### src/rtl/error_recovery_controller_if.sv
// Handshake bundle between the stage error detectors / core control logic and
// error_recovery_controller. The master side is the controller.
interface error_recovery_controller_if #(
  parameter int NUM_STAGES = 4,
  parameter int CNT_WIDTH  = 16
);
  localparam int STAGE_W = (NUM_STAGES > 1) ? $clog2(NUM_STAGES) : 1;

  logic [NUM_STAGES-1:0] error_in;
  logic                  stall;
  logic                  flush;
  logic                  replay_req;
  logic                  replay_ack;
  logic [STAGE_W-1:0]    replay_stage;
  logic                  fatal;
  logic                  fatal_clr;
  logic [CNT_WIDTH-1:0]  error_count;

  modport master (
    input  error_in, replay_ack, fatal_clr,
    output stall, flush, replay_req, replay_stage, fatal, error_count
  );

  modport slave (
    output error_in, replay_ack, fatal_clr,
    input  stall, flush, replay_req, replay_stage, fatal, error_count
  );
endinterface

### src/rtl/error_recovery_controller.sv
// Timing-error recovery FSM: stall/flush, replay request, post-replay check, fatal escalation.
// Define ERR_STATS_EN to build the saturating error_count; otherwise error_count is tied to 0.
module error_recovery_controller #(
  parameter int NUM_STAGES   = 4,
  parameter int STALL_CYCLES = 2,
  parameter int WINDOW       = 4,
  parameter int MAX_RETRY    = 3,
  parameter int CNT_WIDTH    = 16
) (
  input logic                        clk,
  input logic                        reset,
  error_recovery_controller_if.master bus
);
  localparam int STAGE_W = (NUM_STAGES > 1) ? $clog2(NUM_STAGES) : 1;
  localparam int TMR_MAX = (STALL_CYCLES > WINDOW) ? STALL_CYCLES : WINDOW;
  localparam int TMR_W   = $clog2(TMR_MAX + 1);
  localparam int RTY_W   = $clog2(MAX_RETRY + 1);

  typedef enum logic [2:0] {
    S_IDLE,
    S_STALL,
    S_REPLAY,
    S_WAIT_CLEAN,
    S_FAULT
  } state_e;

  state_e             state_q, state_d;
  logic               stall_q, stall_d;
  logic               flush_q, flush_d;
  logic               req_q, req_d;
  logic               fatal_q, fatal_d;
  logic [STAGE_W-1:0] stage_q, stage_d;
  logic [TMR_W-1:0]   timer_q, timer_d;
  logic [RTY_W-1:0]   retry_q, retry_d;
  logic [STAGE_W-1:0] first_idx;
  logic               any_err;

  assign any_err = |bus.error_in;

  // Scan from the top so the lowest set bit is the last one written.
  always_comb begin
    first_idx = '0;
    for (int unsigned i = NUM_STAGES; i > 0; i--) begin
      if (bus.error_in[i-1]) first_idx = STAGE_W'(i - 1);
    end
  end

  always_comb begin
    state_d = state_q;
    stall_d = stall_q;
    flush_d = 1'b0;
    req_d   = req_q;
    fatal_d = fatal_q;
    stage_d = stage_q;
    timer_d = timer_q;
    retry_d = retry_q;
    case (state_q)
      S_IDLE: begin
        if (any_err) begin
          state_d = S_STALL;
          stall_d = 1'b1;
          flush_d = 1'b1;
          stage_d = first_idx;
          timer_d = TMR_W'(STALL_CYCLES - 1);
        end
      end
      S_STALL: begin
        if (timer_q == '0) begin
          state_d = S_REPLAY;
          req_d   = 1'b1;
        end else begin
          timer_d = timer_q - 1'b1;
        end
      end
      S_REPLAY: begin
        if (bus.replay_ack) begin
          state_d = S_WAIT_CLEAN;
          req_d   = 1'b0;
          stall_d = 1'b0;
          timer_d = TMR_W'(WINDOW);
        end
      end
      S_WAIT_CLEAN: begin
        // An error on the final window cycle still wins over expiry.
        if (any_err) begin
          stage_d = first_idx;
          retry_d = retry_q + 1'b1;
          stall_d = 1'b1;
          if (retry_q == RTY_W'(MAX_RETRY - 1)) begin
            state_d = S_FAULT;
            fatal_d = 1'b1;
            timer_d = '0;
          end else begin
            state_d = S_STALL;
            flush_d = 1'b1;
            timer_d = TMR_W'(STALL_CYCLES - 1);
          end
        end else if (timer_q <= TMR_W'(1)) begin
          state_d = S_IDLE;
          retry_d = '0;
          timer_d = '0;
        end else begin
          timer_d = timer_q - 1'b1;
        end
      end
      S_FAULT: begin
        if (bus.fatal_clr) begin
          state_d = S_IDLE;
          stall_d = 1'b0;
          fatal_d = 1'b0;
          retry_d = '0;
        end
      end
      default: state_d = S_IDLE;
    endcase
  end

  always_ff @(posedge clk or negedge reset) begin
    if (!reset) begin
      state_q <= S_IDLE;
      stall_q <= 1'b0;
      flush_q <= 1'b0;
      req_q   <= 1'b0;
      fatal_q <= 1'b0;
      stage_q <= '0;
      timer_q <= '0;
      retry_q <= '0;
    end else begin
      state_q <= state_d;
      stall_q <= stall_d;
      flush_q <= flush_d;
      req_q   <= req_d;
      fatal_q <= fatal_d;
      stage_q <= stage_d;
      timer_q <= timer_d;
      retry_q <= retry_d;
    end
  end

  assign bus.stall        = stall_q;
  assign bus.flush        = flush_q;
  assign bus.replay_req   = req_q;
  assign bus.fatal        = fatal_q;
  assign bus.replay_stage = stage_q;

`ifdef ERR_STATS_EN
  logic [CNT_WIDTH-1:0] cnt_q, cnt_d;

  always_comb begin
    cnt_d = cnt_q;
    if (any_err && (state_q == S_IDLE || state_q == S_WAIT_CLEAN) && cnt_q != '1)
      cnt_d = cnt_q + 1'b1;
  end

  always_ff @(posedge clk or negedge reset) begin
    if (!reset) cnt_q <= '0;
    else        cnt_q <= cnt_d;
  end

  assign bus.error_count = cnt_q;
`else
  assign bus.error_count = '0;
`endif
endmodule
### src/flat_wrapper.sv
// flat-port wrapper written by rule: the top's interface ports become plain ports
module error_recovery_controller_flat 
#(
  parameter int NUM_STAGES   = 4,
  parameter int STALL_CYCLES = 2,
  parameter int WINDOW       = 4,
  parameter int MAX_RETRY    = 3,
  parameter int CNT_WIDTH    = 16
)
  (clk, reset, bus_error_in, bus_replay_ack, bus_fatal_clr, bus_stall, bus_flush, bus_replay_req, bus_replay_stage, bus_fatal, bus_error_count);
  error_recovery_controller_if #(.NUM_STAGES(NUM_STAGES), .CNT_WIDTH(CNT_WIDTH)) bus_i ();
  input logic clk;
  input logic reset;
  input wire logic [$bits(bus_i.error_in)-1:0] bus_error_in;
  input wire logic [$bits(bus_i.replay_ack)-1:0] bus_replay_ack;
  input wire logic [$bits(bus_i.fatal_clr)-1:0] bus_fatal_clr;
  output wire logic [$bits(bus_i.stall)-1:0] bus_stall;
  output wire logic [$bits(bus_i.flush)-1:0] bus_flush;
  output wire logic [$bits(bus_i.replay_req)-1:0] bus_replay_req;
  output wire logic [$bits(bus_i.replay_stage)-1:0] bus_replay_stage;
  output wire logic [$bits(bus_i.fatal)-1:0] bus_fatal;
  output wire logic [$bits(bus_i.error_count)-1:0] bus_error_count;
  assign bus_i.error_in = bus_error_in;
  assign bus_i.replay_ack = bus_replay_ack;
  assign bus_i.fatal_clr = bus_fatal_clr;
  assign bus_stall = bus_i.stall;
  assign bus_flush = bus_i.flush;
  assign bus_replay_req = bus_i.replay_req;
  assign bus_replay_stage = bus_i.replay_stage;
  assign bus_fatal = bus_i.fatal;
  assign bus_error_count = bus_i.error_count;
  error_recovery_controller #(.NUM_STAGES(NUM_STAGES), .STALL_CYCLES(STALL_CYCLES), .WINDOW(WINDOW), .MAX_RETRY(MAX_RETRY), .CNT_WIDTH(CNT_WIDTH)) u_core (.clk(clk), .reset(reset), .bus(bus_i));
endmodule
### config.mk
export PLATFORM = sky130hd
export DESIGN_NAME = error_recovery_controller_flat
export DESIGN_NICKNAME = d
export VERILOG_FILES = /design/src/rtl/error_recovery_controller_if.sv /design/src/rtl/error_recovery_controller.sv /design/src/flat_wrapper.sv
export SDC_FILE = /design/constraint.sdc
export NUM_CORES = 1
export LEC_CHECK = 0
export ABC_AREA = 1
export CAP_MARGIN = 20
export CORE_MARGIN = 2
export CORE_UTILIZATION = 51
export CTS_BUF_LIST = sky130_fd_sc_hd__clkbuf_2
export DETAILED_ROUTE_END_ITERATION = 8
export HOLD_SLACK_MARGIN = 0.03
export PLACE_DENSITY = 0.95
export SYNTH_ARGS = -nofsm -noshare
export SYNTH_HDL_FRONTEND = slang
export SYNTH_SLANG_ARGS = --single-unit
### constraint.sdc
create_clock -name clk -period 3.4 [get_ports clk]
set_clock_uncertainty 0.05 [all_clocks]
set_input_delay 0.68 -clock clk [delete_from_list [all_inputs] [get_ports clk]]
set_output_delay 0.68 -clock clk [all_outputs]
set_load 0.01 [all_outputs]
==> results.md, run 1 <==
- Status: complete, no violations
- Synth warnings: 0
- Worst EP required: 2.67 ns
- Clock-pin slew on the worst setup and hold paths: between 0.1 and 0.15 ns
- Worst Tran Pin Value: ~0.61 ns
- Number of H-tree levels: 1
- Antenna diode count: 0
- Max cap viols: 0
- Achievable Freq: between 500 and 600 MHz
- R2R Path End: u_core.state_q[0]
- Critical path's top delay family: buffers and inverters
- Arr. time, crit path: about 1.2 ns
- Mapped Avg Cell Area: roughly 7.0 µm²
- Pin count of the biggest net entering global routing: 15
- Worst skew pair latency: around 0.28 ns
- Setup TNS: 0 ns
- Dpl ws: between 1 and 1.5 ns
- WS Path Type: reg2out
- Die Ht: about 48 µm
- Post-synth top area share: between 30% and 40%
- CP Launch Type: flop
- DR iter-0 viols: 21
- Critical Path End Type: primary output
- Power Internal: 0.482 mW
- Sequential share of the synthesized area: between 30% and 40%
- I/O Buffers: 13
- Drc violations: 0
- Post-Syn Area: roughly 970 µm²
- Max incr delay on CP: ~0.54 ns
- Fin crit share: a little under three fifths
- Post-CTS Hold Fix Bufs: 0
- Core Region: about 0.0018 mm²
- Dpl hpwl: between 1000 and 1500 µm
- FF-to-FF setup slack: about 1.9 ns
- Initial antenna violation count: 0
- RSZ-0062 raised after global routing: false
- Sum of buffers and inverters on the critical path: 1
- LEAKAGE: a little over 0.6 nW
- Commonest non-fill, non-tap cells in the layout: nand2_1 (50), conb_1 (16), dfrtp_1 (14)
- Most common cell after layout, fill and taps aside: nand2_1
- Clock power frac: under 10%
- Final worst slack: 1.48 ns
- Crit path capture: bus_stall
- Unique masters post-synth: 18
- Worst Reg-to-Reg Cells: 10
- Routed Antenna Nets: 0
- First-pass GRT wire length: slightly below 3000 µm
- Worst VDD drop: just under 0.4 mV
- FF+latch count, synth: 14
- Reg2reg start: u_core.timer_q[1]
- Net Sw Frac: about 48%
- Number of nets in the layout: around 170
- Worst Hold Class: reg2reg
- Synth area leader: dfrtp_1
- Final min period: roughly 1.9 ns
- Num ports: 30
- Final Hold Viols: 0
- Die area: between 0.002 and 0.0025 mm²
- Placer congestion estimate: around 0.94
- Vias/cell: slightly below 5
- Final slew viol count: 0
- Gr usage total: between 10% and 20%
- Clk sinks: 14
- Worst setup path startpoint: u_core.bus.stall
- TritonRoute pass-1 iters: 4
- Pwr dens: 851 mW/mm²
- Clk buf depth: 2
- Hold slack: about 0.44 ns
- FP Rows: 15
- Resized Gates After CTS: 0
- Endpoints failing setup: 0
- Sequential Power Share: around a third
- Starting Density: 55.0%
- Die width: about 48 µm
- CTS tree: built
- Post-Synthesis Cells: ~140
- Slowest cell on crit path: clkdlybuf4s50_1
- GRT overflow: 0
- Multi-input gate area: 495 µm²
- # Post-CTS Setup Buffers: 0
- Critical path depth in cells: 1
- Number of fill cells: 150
- TritonCTS buffer count: 3
- Sw Pwr: roughly 0.44 mW
- Rel. slew slack: roughly three fifths
- Per-cell routed wire length: ~10 µm
- Final wirelength: between 1500 and 2000 µm
- Layout overhead on the synthesized area: 11.6%
- Vias in the first global route: approximately 750
- Synth area leaders: dfrtp_1 (36%), nand2_1 (19%), buf_4 (12%)
- Via count: between 800 and 900
- Flip-flop and latch area: approximately 350 µm²
- Crit path max fanout: 2
- Crit-path cells: clkdlybuf4s50_1
- Fraction of layout cells with a size suffix above 1: 7.19%
- Root buffer cell: clkbuf_2
- Logic gate share of total power: 59.5%
## state kept, by name, summed over array words and instances (netlist names)
| signal | count |
|---|---|
| u_core.bus.flush | 1 |
| u_core.bus.fatal | 1 |
| u_core.bus.stall | 1 |
| u_core.bus.replay_stage | 2 |
| u_core.retry_q | 2 |
| u_core.bus.replay_req | 1 |
| u_core.state_q | 3 |
| u_core.timer_q | 3 |
## worst min-delay path by stage
stage / startpoint / to / slack [ns] / cells past startpoint
6_report: u_core.bus.replay_req / u_core.bus.replay_req / 0.44 / 2
5_1_grt: u_core.bus.replay_req / u_core.bus.replay_req / 0.48 / 2
4_1_cts: u_core.bus.replay_req / u_core.bus.replay_req / 0.44 / 2
3_5_place_dp: u_core.bus.replay_req / u_core.bus.replay_req / 0.41 / 2
3_3_place_gp: u_core.bus.replay_req / u_core.bus.replay_req / 0.41 / 2
2_1_floorplan: reset / u_core.bus.fatal / 0.33 / 0
## cell type report
cell class              instances  share of cell area (%)
inverters                      16                    5.55
repair buffers                 13                    12.0
flip-flops and latches         14                    32.4
well taps                      25                    2.89
clock buffers                   3                    1.39
multi-input cells             107                    45.8
## power by group through the flow
| stage | logic, mW | clock network [mW] | registers [mW] |
|---|---|---|---|
| floorplan | 0.387 | 0 | 0.307 |
| global placement | 0.522 | 0 | 0.298 |
| detailed placement | 0.543 | 0 | 0.302 |
| CTS | 0.548 | 0.0762 | 0.298 |
| global route | 0.631 | 0.0831 | 0.308 |
| finish | 0.548 | 0.0755 | 0.298 |
## per-layer routing
| metal | up-vias | GRT usage [%] | wire length, µm |
|---|---|---|---|
| met3 | 3 | 3.40 | 100 |
| met4 | 0 | 7.57 | 24 |
| li1 | 437 | - | - |
| met1 | 391 | 21.3 | 785 |
| met2 | 31 | 32.7 | 892 |
| met5 | - | 0 | 0 |
## logic make-up after synthesis
family / synth area share, %
and+or+nand+nor: 32.0
buffers and inverters: 18.6
AOI/OAI and AO/OA: 7.74
DFF: 36.1
adders and majority gates: 5.16
other: 0.387
## synthesized netlist by cell type
cell type and number:
nand3b_1 1, ha_1 4, a21oi_1 3, buf_4 16, dfrtp_1 14, nor2_1 7, nand2_1 50, nor2_2 1
nand3_2 1, nor3_2 1, inv_2 5, o21ai_1 6, inv_1 11, conb_1 1, o31ai_1 2, o21ai_0 3
nand3_1 10, nand4_1 2
## per-stage QoR
stage | power (mW) | instances | cell area [µm²] | utilization [%]
finish | 0.921 | 178 | 1080 | 61.3
detailed placement | 0.844 | 175 | 1070 | 60.5
global route | 1.02 | 178 | 1080 | 61.3
CTS | 0.922 | 178 | 1080 | 61.3
global placement | 0.820 | 175 | 1070 | 60.5
floorplan | 0.694 | 153 | 1030 | -
## tightest hold or removal path: cells and delay by family (launching register included)
family           cells  cell delay [ns]
AND/OR/NAND/NOR      2             0.10
flip-flops           1             0.37
Power figures use the tool's default switching activity.
==> run 2, diff against run 1 <==
- CORE_UTILIZATION: 51 -> 43
- PLACE_DENSITY: 0.95 -> 0.88
- clock period: 3.4 -> 1.5 ns (I/O delays scaled with it)
==> run 2 against run 1 <==
Net effect: first-iteration DRC count decreased by 4.8%; die area grew 17%; count of clock-buffer cells in the layout unchanged; final cell count increased by 6.2%; hold slack got worse by 0.21 ns; global-route usage down 1.1 points; critical path depth grew 9; setup slack worse by 1.4 ns; via count increased by 0.70%; clock power rose to 2.5 times the previous value; cell area is 6.0% higher.
==> results.md, run 2 (synthesis gave the netlist of run 1 again) <==
- Worst Hold Class: in2async
- First-pass GRT wire length: 3440 µm (+19%)
- LEAKAGE: 0.669 nW (+8.1%)
- CP Launch Type: primary input
- Fin crit share: a little over nine tenths
- Die width: 51.5 µm (+8.2%)
- GRT overflow: 0 (unchanged)
- Worst VDD drop: 0.795 mV (+100%)
- Via count: 868 (+0.70%)
- Clk sinks: 14 (unchanged)
- Num ports: 30 (unchanged)
- Final wirelength: 2030 µm (+12%)
- CTS tree: built
- Core Region: 0.00217 mm² (+23%)
- Per-cell routed wire length: 10.7 µm (+5.9%)
- Worst skew pair latency: 0.30 ns (+0.02 ns)
- Vias/cell: 4.59 (-5.2%)
- Number of nets in the layout: 174 (+4.2%)
- Multi-input gate area: 505 µm² (+2.0%)
- Largest regs: u_core.state_q x3, u_core.timer_q x3
- Hold slack: 0.231 ns (-0.208 ns)
- Endpoints failing setup: 0 (unchanged)
- Final worst slack: 0.0664 ns (-1.41 ns)
- Critical Path End Type: flop
- Crit path max fanout: 5 (+3)
- Die Ht: 51.5 µm (+8.2%)
- Die area: 0.00265 mm² (+17%)
- Starting Density: 44.7% (-10 points)
- Number of fill cells: 191 (+27%)
- Max cap viols: 0 (unchanged)
- Final Hold Viols: 0 (unchanged)
- Dpl ws: -0.243 ns (-1.45 ns)
- Vias in the first global route: 860 (+15%)
- Final slew viol count: 0 (unchanged)
- Status: complete, no violations
- Achievable Freq: ~700 MHz
- RSZ-0062 raised after global routing: true
- Root buffer cell: clkbuf_2
- Pwr dens: 1890 mW/mm² (+120%)
- TritonCTS buffer count: 3 (unchanged)
- Placer congestion estimate: 0.872 (-7.3%)
- Commonest non-fill, non-tap cells in the layout: nand2_1 (49), conb_1 (16), dfrtp_1 (12)
- Most common cell after layout, fill and taps aside: nand2_1
- Clk buf depth: 2 (unchanged)
- Fin cells: 189 (+6.2%)
- Clock-pin slew on the worst setup and hold paths: 0.15 ns (+0.02 ns)
- Final min period: around 1.4 ns
- Gr usage total: 17.2% (-1.1 points)
- Flip-flop and latch area: 353 µm² (+0.71%)
- WS Path Type: in2reg
- Number of H-tree levels: 1 (unchanged)
- I/O Buffers: 13 (unchanged)
- Arr. time, crit path: 1.58 ns (+0.39 ns)
- TritonRoute pass-1 iters: 4 (unchanged)
- Initial antenna violation count: 0 (unchanged)
- Dpl hpwl: 1590 µm (+8.2%)
- DR iter-0 viols: 20 (-4.8%)
- Placed insts: 182 (+4.0%)
- Antenna diode count: 0 (unchanged)
- Fraction of layout cells with a size suffix above 1: 14.9% (+7.7 points)
- Worst EP required: 1.65 ns (-1.02 ns)
- Drc violations: 0 (unchanged)
- Core Util, Final: 52.9% (-8.5 points)
- Layout overhead on the synthesized area: 18.3%
- Pin count of the biggest net entering global routing: 15 (unchanged)
- Routed Antenna Nets: 0 (unchanged)
- Power, Total: 2.17 mW (+140%)
- FP Rows: 17 (+2)
==> run 2: where the power goes <==
part / leakage [nW] / switching [mW] / internal (mW)
clock network: 0.0140 / 0.133 / 0.0579
registers: 0.173 / 0.130 / 0.552
logic: 0.482 / 0.788 / 0.505
total: 0.669 / 1.05 / 1.12
==> run 2: through the flow <==
step	instance area, µm²	TNS, ns
after floorplan	1030	0
after global placement	1100	-1.07
after detailed placement	1100	-1.37
after CTS	1120	0
after global routing	1150	-0.0685
final	1150	0
==> run 2: final cells by class <==
cell class | instances | share of cell area (%)
clock buffers | 3 | 1.31
repair buffers | 20 | 15.3
clock inverters | 1 | 0.327
flip-flops and latches | 14 | 30.8
inverters | 16 | 5.23
well taps | 28 | 3.05
multi-input cells | 107 | 44.1
==> run 2: layer usage <==
| metal | track usage, % | vias up | share of wire (%) | wire length [µm] |
|---|---|---|---|---|
| met3 | 3.51 | 7 | 3.7 | 74 |
| met2 | 28.2 | 25 | 50 | 1010 |
| met1 | 20.6 | 387 | 44 | 890 |
| met5 | 0 | - | 0 | 0 |
| li1 | - | 449 | - | - |
| met4 | 10.1 | 0 | 2.7 | 54 |
==> run 2: worst paths after layout <==
check                                      start                    endpoint  slack (ns)  cells past startpoint
max reg2reg                    u_core.timer_q[1]           u_core.state_q[0]        0.09                      9
max                              bus_error_in[2]           u_core.timer_q[2]        0.07                     10
min                                        reset  u_core.bus.replay_stage[1]        0.23                      2
min reg2reg                u_core.bus.replay_req       u_core.bus.replay_req        0.44                      2
max in group asynchronous                  reset           u_core.state_q[1]        0.98                      2
min in group clk           u_core.bus.replay_req       u_core.bus.replay_req        0.44                      2
==> run 2: critical path, cell delays in order <==
cell	delay, ns
clkdlybuf4s50_1	0.49
nor2_1	0.06
nand2_1	0.15
inv_1	0.08
nand2_1	0.09
nand2_1	0.09
nor2_4	0.17
inv_2	0.06
nand2_1	0.05
nand2_1	0.05
==> run 2: timing repair <==
item                       4_1_cts  5_1_grt
hold endpoints to repair         0        0
buffers inserted                 1        2
hold buffers                     0        0
gates resized for setup          6        7
pin swaps                        0        2
setup endpoints to repair        6        8
